$ cat config.mk
export PLATFORM = sky130hd
export DESIGN_NAME = hbridge_gate_driver
export DESIGN_NICKNAME = d
export VERILOG_FILES = /design/src/rtl/hbridge_gate_driver.sv
export SDC_FILE = /design/constraint.sdc
export NUM_CORES = 1
export LEC_CHECK = 0
export CAP_MARGIN = 10
export CORE_ASPECT_RATIO = 1.25
export CORE_MARGIN = 2
export CORE_UTILIZATION = 45
export DETAILED_ROUTE_END_ITERATION = 10
export MAX_ROUTING_LAYER = met4
export PLACE_DENSITY = 0.71
export SLEW_MARGIN = 20
export SYNTH_ARGS = -nofsm -noshare
export SYNTH_HDL_FRONTEND = slang
export SYNTH_SLANG_ARGS = --single-unit
$ cat constraint.sdc
create_clock -name clk -period 2.6 [get_ports clk]
set_clock_uncertainty 0.2 [all_clocks]
set_input_delay 0.52 -clock clk [delete_from_list [all_inputs] [get_ports clk]]
set_output_delay 0.52 -clock clk [all_outputs]
set_load 0.1 [all_outputs]
$ cat src/rtl/hbridge_gate_driver.sv
// Purpose: H-bridge gate driver: direction FSM, dead time, shoot-through lockout; `HBRIDGE_SYNC_RECT_EN` adds synchronous rectification.
// Latency: gates, fault and state are registered and reflect the inputs sampled at the preceding clk edge.
// Backpressure: none; pwm_fwd/pwm_rev are consumed every cycle, no handshake.
module hbridge_gate_driver #(
    parameter int DEAD_CYC = 4,
    parameter int HOLD_CYC = 16
) (
    input  logic       clk,
    input  logic       rst_n,
    input  logic       pwm_fwd,
    input  logic       pwm_rev,
    output logic       ha,
    output logic       la,
    output logic       hb,
    output logic       lb,
    output logic       fault,
    output logic [2:0] state
);

    typedef enum logic [2:0] {
        ST_COAST = 3'd0,
        ST_FWD   = 3'd1,
        ST_REV   = 3'd2,
        ST_DEAD  = 3'd3,
        ST_FAULT = 3'd4
    } state_t;

    // Last count value of each timer before it fires.
    localparam logic [7:0] DEAD_LAST = 8'(DEAD_CYC - 1);
    localparam logic [7:0] HOLD_LAST = 8'(HOLD_CYC - 1);

    state_t     cur_st;
    state_t     nxt_st;
    state_t     tgt_st;
    state_t     tgt_nxt;
    logic [7:0] dead_cnt;
    logic [7:0] hold_cnt;
    logic       fwd_req;
    logic       rev_req;
    logic       both;
    logic       idle;
    logic       drive;
    logic       hold_expired;
    logic       ha_nxt;
    logic       la_nxt;
    logic       hb_nxt;
    logic       lb_nxt;

    assign fwd_req      = pwm_fwd & ~pwm_rev;
    assign rev_req      = pwm_rev & ~pwm_fwd;
    assign both         = pwm_fwd & pwm_rev;
    assign idle         = ~pwm_fwd & ~pwm_rev;
    assign drive        = (cur_st == ST_FWD) || (cur_st == ST_REV);
    // hold_cnt counts earlier idle samples, so the current idle one is the HOLD_CYC-th.
    assign hold_expired = drive && idle && (hold_cnt >= HOLD_LAST);
    assign state        = cur_st;

    // State and dead-band target registers.
    always_ff @(posedge clk) begin
        if (!rst_n) begin
            cur_st <= ST_COAST;
            tgt_st <= ST_COAST;
        end else begin
            cur_st <= nxt_st;
            tgt_st <= tgt_nxt;
        end
    end

    // Next-state decode; both-high wins over every other request.
    always_comb begin
        nxt_st  = cur_st;
        tgt_nxt = tgt_st;
        case (cur_st)
            ST_COAST: begin
                if (both)         nxt_st = ST_FAULT;
                else if (fwd_req) nxt_st = ST_FWD;
                else if (rev_req) nxt_st = ST_REV;
            end
            ST_FWD: begin
                if (both) begin
                    nxt_st = ST_FAULT;
                end else if (rev_req) begin
                    nxt_st  = ST_DEAD;
                    tgt_nxt = ST_REV;
                end else if (hold_expired) begin
                    nxt_st  = ST_DEAD;
                    tgt_nxt = ST_COAST;
                end
            end
            ST_REV: begin
                if (both) begin
                    nxt_st = ST_FAULT;
                end else if (fwd_req) begin
                    nxt_st  = ST_DEAD;
                    tgt_nxt = ST_FWD;
                end else if (hold_expired) begin
                    nxt_st  = ST_DEAD;
                    tgt_nxt = ST_COAST;
                end
            end
            ST_DEAD: begin
                if (both)                       nxt_st = ST_FAULT;
                else if (dead_cnt == DEAD_LAST) nxt_st = tgt_st;
            end
            ST_FAULT: begin
                if (idle) begin
                    nxt_st  = ST_DEAD;
                    tgt_nxt = ST_COAST;
                end
            end
            default: nxt_st = ST_COAST;
        endcase
    end

    // Dead-band length counter and idle-hold counter.
    always_ff @(posedge clk) begin
        if (!rst_n) begin
            dead_cnt <= '0;
            hold_cnt <= '0;
        end else begin
            dead_cnt <= (cur_st == ST_DEAD && nxt_st == ST_DEAD) ? dead_cnt + 8'd1 : 8'd0;
            if (drive && idle)
                hold_cnt <= (hold_cnt == 8'hFF) ? hold_cnt : hold_cnt + 8'd1;
            else
                hold_cnt <= '0;
        end
    end

`ifdef HBRIDGE_SYNC_RECT_EN
    // Run length of the driven PWM level; a switch may turn on only after DEAD_CYC+1 equal samples.
    localparam logic [8:0] RUN_MIN = 9'(DEAD_CYC + 1);

    logic       drv_pwm;
    logic       run_lvl;
    logic       run_ok;
    logic [8:0] run_cnt;
    logic [8:0] run_now;

    // Run length including the current sample; restarts on level change or state entry.
    always_comb begin
        drv_pwm = (nxt_st == ST_REV) ? pwm_rev : pwm_fwd;
        run_now = 9'd1;
        if (nxt_st == cur_st && drv_pwm == run_lvl)
            run_now = (run_cnt >= RUN_MIN) ? run_cnt : run_cnt + 9'd1;
        run_ok = (run_now >= RUN_MIN);
    end

    // Run-length tracker, cleared whenever the bridge is not driving.
    always_ff @(posedge clk) begin
        if (!rst_n) begin
            run_cnt <= '0;
            run_lvl <= 1'b0;
        end else begin
            run_cnt <= (nxt_st == ST_FWD || nxt_st == ST_REV) ? run_now : 9'd0;
            run_lvl <= drv_pwm;
        end
    end
`endif

    // Gate decode from the state being entered; only one side of each leg can be set.
    always_comb begin
        ha_nxt = 1'b0;
        la_nxt = 1'b0;
        hb_nxt = 1'b0;
        lb_nxt = 1'b0;
        case (nxt_st)
            ST_FWD: begin
                lb_nxt = 1'b1;
`ifdef HBRIDGE_SYNC_RECT_EN
                ha_nxt = pwm_fwd & run_ok;
                la_nxt = ~pwm_fwd & run_ok;
`else
                ha_nxt = pwm_fwd;
`endif
            end
            ST_REV: begin
                la_nxt = 1'b1;
`ifdef HBRIDGE_SYNC_RECT_EN
                hb_nxt = pwm_rev & run_ok;
                lb_nxt = ~pwm_rev & run_ok;
`else
                hb_nxt = pwm_rev;
`endif
            end
            default: ;
        endcase
    end

    // Output registers.
    always_ff @(posedge clk) begin
        if (!rst_n) begin
            ha    <= 1'b0;
            la    <= 1'b0;
            hb    <= 1'b0;
            lb    <= 1'b0;
            fault <= 1'b0;
        end else begin
            ha    <= ha_nxt;
            la    <= la_nxt;
            hb    <= hb_nxt;
            lb    <= lb_nxt;
            fault <= (nxt_st == ST_FAULT);
        end
    end

endmodule

==> metrics.md <==
| Metric | Value |
|---|---|
| Final Power | `between 900 and 1000 uW` |
| Tmin final | `about 2.1 ns` |
| Maximum clock frequency | `0.469 GHz` |
| Share of post-route cells with drive strength above 1 | `between 10% and 20%` |
| Largest fanout of any net on the critical path | `6` |
| Result of the run | `complete, no violations` |
| Crit path max-delay family | `buffers and inverters` |
| CTS Buf Count | `3` |
| Final core utilization | `53.4%` |
| Remaining global-route overflow | `0` |
| Clock sinks | `27` |
| Prevailing post-synth register cell | `sky130_fd_sc_hd__dfxtp_1` |
| Buf/Inv on CP | `2` |
| Cell area after synthesis | `about 1400 um^2` |
| Async SR Flop Fraction | `0%` |
| Met1 Use GR | `between 20% and 30%` |
| Clock share of power | `19.4%` |
| Total global routing track utilization | `17.8%` |
| Via count of the routed design | `1248` |
| Switching power total | `about 350 uW` |
| Final period utilization | `approximately four fifths` |
| CP Launch Type | `input pin` |
| Critical path type | `in2reg` |
| Total DRC errors in the routed layout | `0` |
| H-tree lvl count | `1` |
| Row cnt | `22` |
| Max-cap viol count | `0` |
| GR Layer Usage met2 | `between 30% and 40%` |
| Internal portion of total power | `580 uW` |
| Crit. End Element | `flop` |
| Average detailed-routed wire length per instance | `between 10 and 15 um` |
| Synthesized instance count | `around 170` |
| Worst IR Drop VDD | `about 0.32 mV` |
| Part of the total power dissipated in sequential elements | `approximately half` |
| Final setup viols | `0` |
| Portion of the post-synthesis area used by sequential elements | `between 30% and 40%` |
| Pin count of the biggest net entering global routing | `15` |
| Skew-Pair Late Insertion Delay | `0.32 ns` |
| Multi-input gate area | `approximately 810 um^2` |
| Leakage dissipation | `between 0.0005 and 0.0006 uW` |
| Hold Vio Cnt, Final | `0` |
| Die outline width | `53.9 um` |
| Vertical extent of the die | `66.4 um` |
| Initial Utilization | `a little under half` |
| Clock tree from TritonCTS | `done` |
| Routing layer with the top usage in global route | `met2` |
| Post-synthesis net count | `approximately 170` |
| Antenna diode count | `0` |
| Number of DRC markers in iteration 0 | `15` |
| Number of hold buffers added after CTS | `0` |
| Number of buffers on the longest clock path | `2` |
| Initial antenna violation count | `0` |
| Power density relative to cell area | `approximately 600 nW/um^2` |
| CP Data Required Time | `approximately 2.6 ns` |
| Flop and latch count out of synthesis | `27` |
| Final-report max-slew violation count | `0` |
| Overall die area | `3580 um^2` |
| Final weighted congestion in routability-driven placement | `approximately 0.92` |
| Drt total wl | `2780 um` |
| Arr. time, crit path | `approximately 2.2 ns` |
| Number of buffers inserted by post-CTS setup repair | `0` |
| Transition time at the pin with the least slew margin | `between 0.5 and 0.6 ns` |
| Mean instance size in the synthesized netlist | `between 8 and 9 um^2` |
| Detailed-routing iteration count for the pre-antenna-repair pass | `7` |
| Met3 Track Usage GR | `2.04%` |
| Setup Total Neg Slack | `0 ns` |
| Remaining antenna violation count | `0` |
| Post-detail-place hpwl | `~2100 um` |
| Post-synth EDFFs | `0` |
| Setup repair after global routing missed its margin | `no` |
| Class of the tightest hold or removal check | `reg2reg` |
| Io pins | `12` |
| Via density per instance | `5.80` |
| Combinational group share of total power | `32.2%` |
| Leading cell type in the layout, fill and taps excluded | `sky130_fd_sc_hd__dfxtp_1` |
| Worst setup margin | `approximately 0.47 ns` |
| Post-placement setup slack | `about 0.14 ns` |
| Area of the placeable core | `just under 3000 um^2` |
| Fill cell instance count of the final layout | `about 270` |
| Number of nets in the layout | `around 190` |
| Worst slew margin relative to its limit | `about 62%` |
| Root Driver | `sky130_fd_sc_hd__clkbuf_4` |
| Register clock-pin slew on the reported worst setup and hold paths | `0.14 ns` |
| Quantity of gates resized following cts | `0` |
| Unique masters post-synth | `42` |
| Via count of the first global-routing pass | `roughly 1.2k` |
| Wire length of the first global-routing pass | `about 4800 um` |
| Worst path max stage delay | `around 0.50 ns` |
| Yosys warns | `0` |
| Area growth syn-to-layout | `12.4%` |
| Register cell area after layout | `between 500 and 600 um^2` |
| Quantity of I/O buffers inserted on ports | `11` |
| Net switching fraction of the power | `37.7%` |
| Cells along the critical path | `clkdlybuf4s50_1, buf_4, a21o_1, a31oi_1, o21ai_2, o21bai_1, nor4b_2` |
| Leading cell types in the layout, fill and taps excluded | `sky130_fd_sc_hd__dfxtp_1 (27), sky130_fd_sc_hd__nand2_1 (17), sky130_fd_sc_hd__nor2_1 (17)` |
| Slowest cell on the critical path | `sky130_fd_sc_hd__clkdlybuf4s50_1` |
-- registers in the layout, summed over array words and instances (netlist names) --
signal,flops
dead_cnt,8
fault,1
ha,1
hb,1
hold_cnt,8
la,1
lb,1
state,3
tgt_st,3
-- Yosys cell counts (2+ instances only) --
cell	count	area (um^2)
sky130_fd_sc_hd__xnor2_1	5	43.8
sky130_fd_sc_hd__nor2_1	17	63.8
sky130_fd_sc_hd__ha_1	2	25.0
sky130_fd_sc_hd__nand2_1	17	63.8
sky130_fd_sc_hd__a211oi_1	2	15.0
sky130_fd_sc_hd__dfxtp_1	27	541
sky130_fd_sc_hd__o21a_1	2	15.0
sky130_fd_sc_hd__o21ai_0	6	30.0
sky130_fd_sc_hd__nor3_1	12	60.1
sky130_fd_sc_hd__nand3_1	8	40.0
sky130_fd_sc_hd__inv_1	2	7.51
sky130_fd_sc_hd__and3_1	2	12.5
sky130_fd_sc_hd__a31oi_1	5	31.3
sky130_fd_sc_hd__nor2b_1	4	25.0
sky130_fd_sc_hd__nor4_1	10	62.6
sky130_fd_sc_hd__nor4b_2	2	30.0
sky130_fd_sc_hd__clkbuf_1	4	15.0
sky130_fd_sc_hd__buf_2	2	10.0
sky130_fd_sc_hd__buf_4	2	15.0
sky130_fd_sc_hd__a21oi_1	6	30.0
sky130_fd_sc_hd__xor2_1	5	43.8
sky130_fd_sc_hd__mux2i_1	2	20.0
sky130_fd_sc_hd__and2_1	2	12.5
-- per-layer routing --
| metal | part of all wire, % | wire, um | up-vias |
|---|---|---|---|
| met2 | 50 | 1400 | 32 |
| met4 | 1.1 | 30 | 0 |
| met1 | 44 | 1240 | 589 |
| met5 | 0 | 0 | - |
| met3 | 4.1 | 114 | 4 |
| li1 | - | - | 623 |
-- worst reg2reg max path, cell delays in order, from the launching register on --
cell                       delay (ns)
sky130_fd_sc_hd__dfxtp_1         0.36
sky130_fd_sc_hd__ha_1            0.24
sky130_fd_sc_hd__a31oi_1         0.24
sky130_fd_sc_hd__nand2_1         0.15
sky130_fd_sc_hd__a22oi_1         0.34
sky130_fd_sc_hd__o21bai_1        0.20
sky130_fd_sc_hd__nor4b_2         0.23
-- power by group through the flow --
stage | Sequential [uW] | Combinational [uW] | Clock, uW
detailed placement | 459 | 297 | 0
CTS | 451 | 299 | 184
floorplan | 550 | 138 | 0
global route | 455 | 320 | 198
global placement | 459 | 297 | 0
finish | 450 | 300 | 181
-- path summary, 6_finish.rpt --
kind / startpoint / cells after the start / slack [ns] / end
worst max register to register: hold_cnt[0] / 6 / 0.57 / ha
worst max-delay path: pwm_fwd / 7 / 0.47 / ha
worst min register to register: tgt_st[2] / 2 / 0.26 / tgt_st[2]
worst min-delay path: tgt_st[2] / 2 / 0.26 / tgt_st[2]
-- kinds of logic after synthesis --
kind of cell	share of synthesized area (%)
AO/OA/AOI/OAI	12.8
flip-flops	38.6
adder cells (fa/ha/maj)	2.59
XOR/XNOR	6.26
buffers and inverters	3.40
multiplexers	1.43
AND/OR/NAND/NOR	34.9
-- cell type report --
| cell class | count | area share [%] |
|---|---|---|
| timing repair buffer | 18 | 9.06 |
| multi-input combinational | 128 | 51.6 |
| sequential | 27 | 34.3 |
| clock buffer | 4 | 1.67 |
| inverter | 2 | 0.477 |
| tap | 36 | 2.86 |
-- metrics by stage --
step / area (um^2) / hold WS (ns) / cells
6_report: 1570 / 0.264 / 215
5_1_grt: 1570 / 0.290 / 215
4_1_cts: 1570 / 0.268 / 215
3_5_place_dp: 1550 / 0.249 / 211
3_3_place_gp: 1550 / 0.235 / 211
2_1_floorplan: 1400 / 0.217 / 165
No activity file was read; power rests on OpenSTA's default activity.
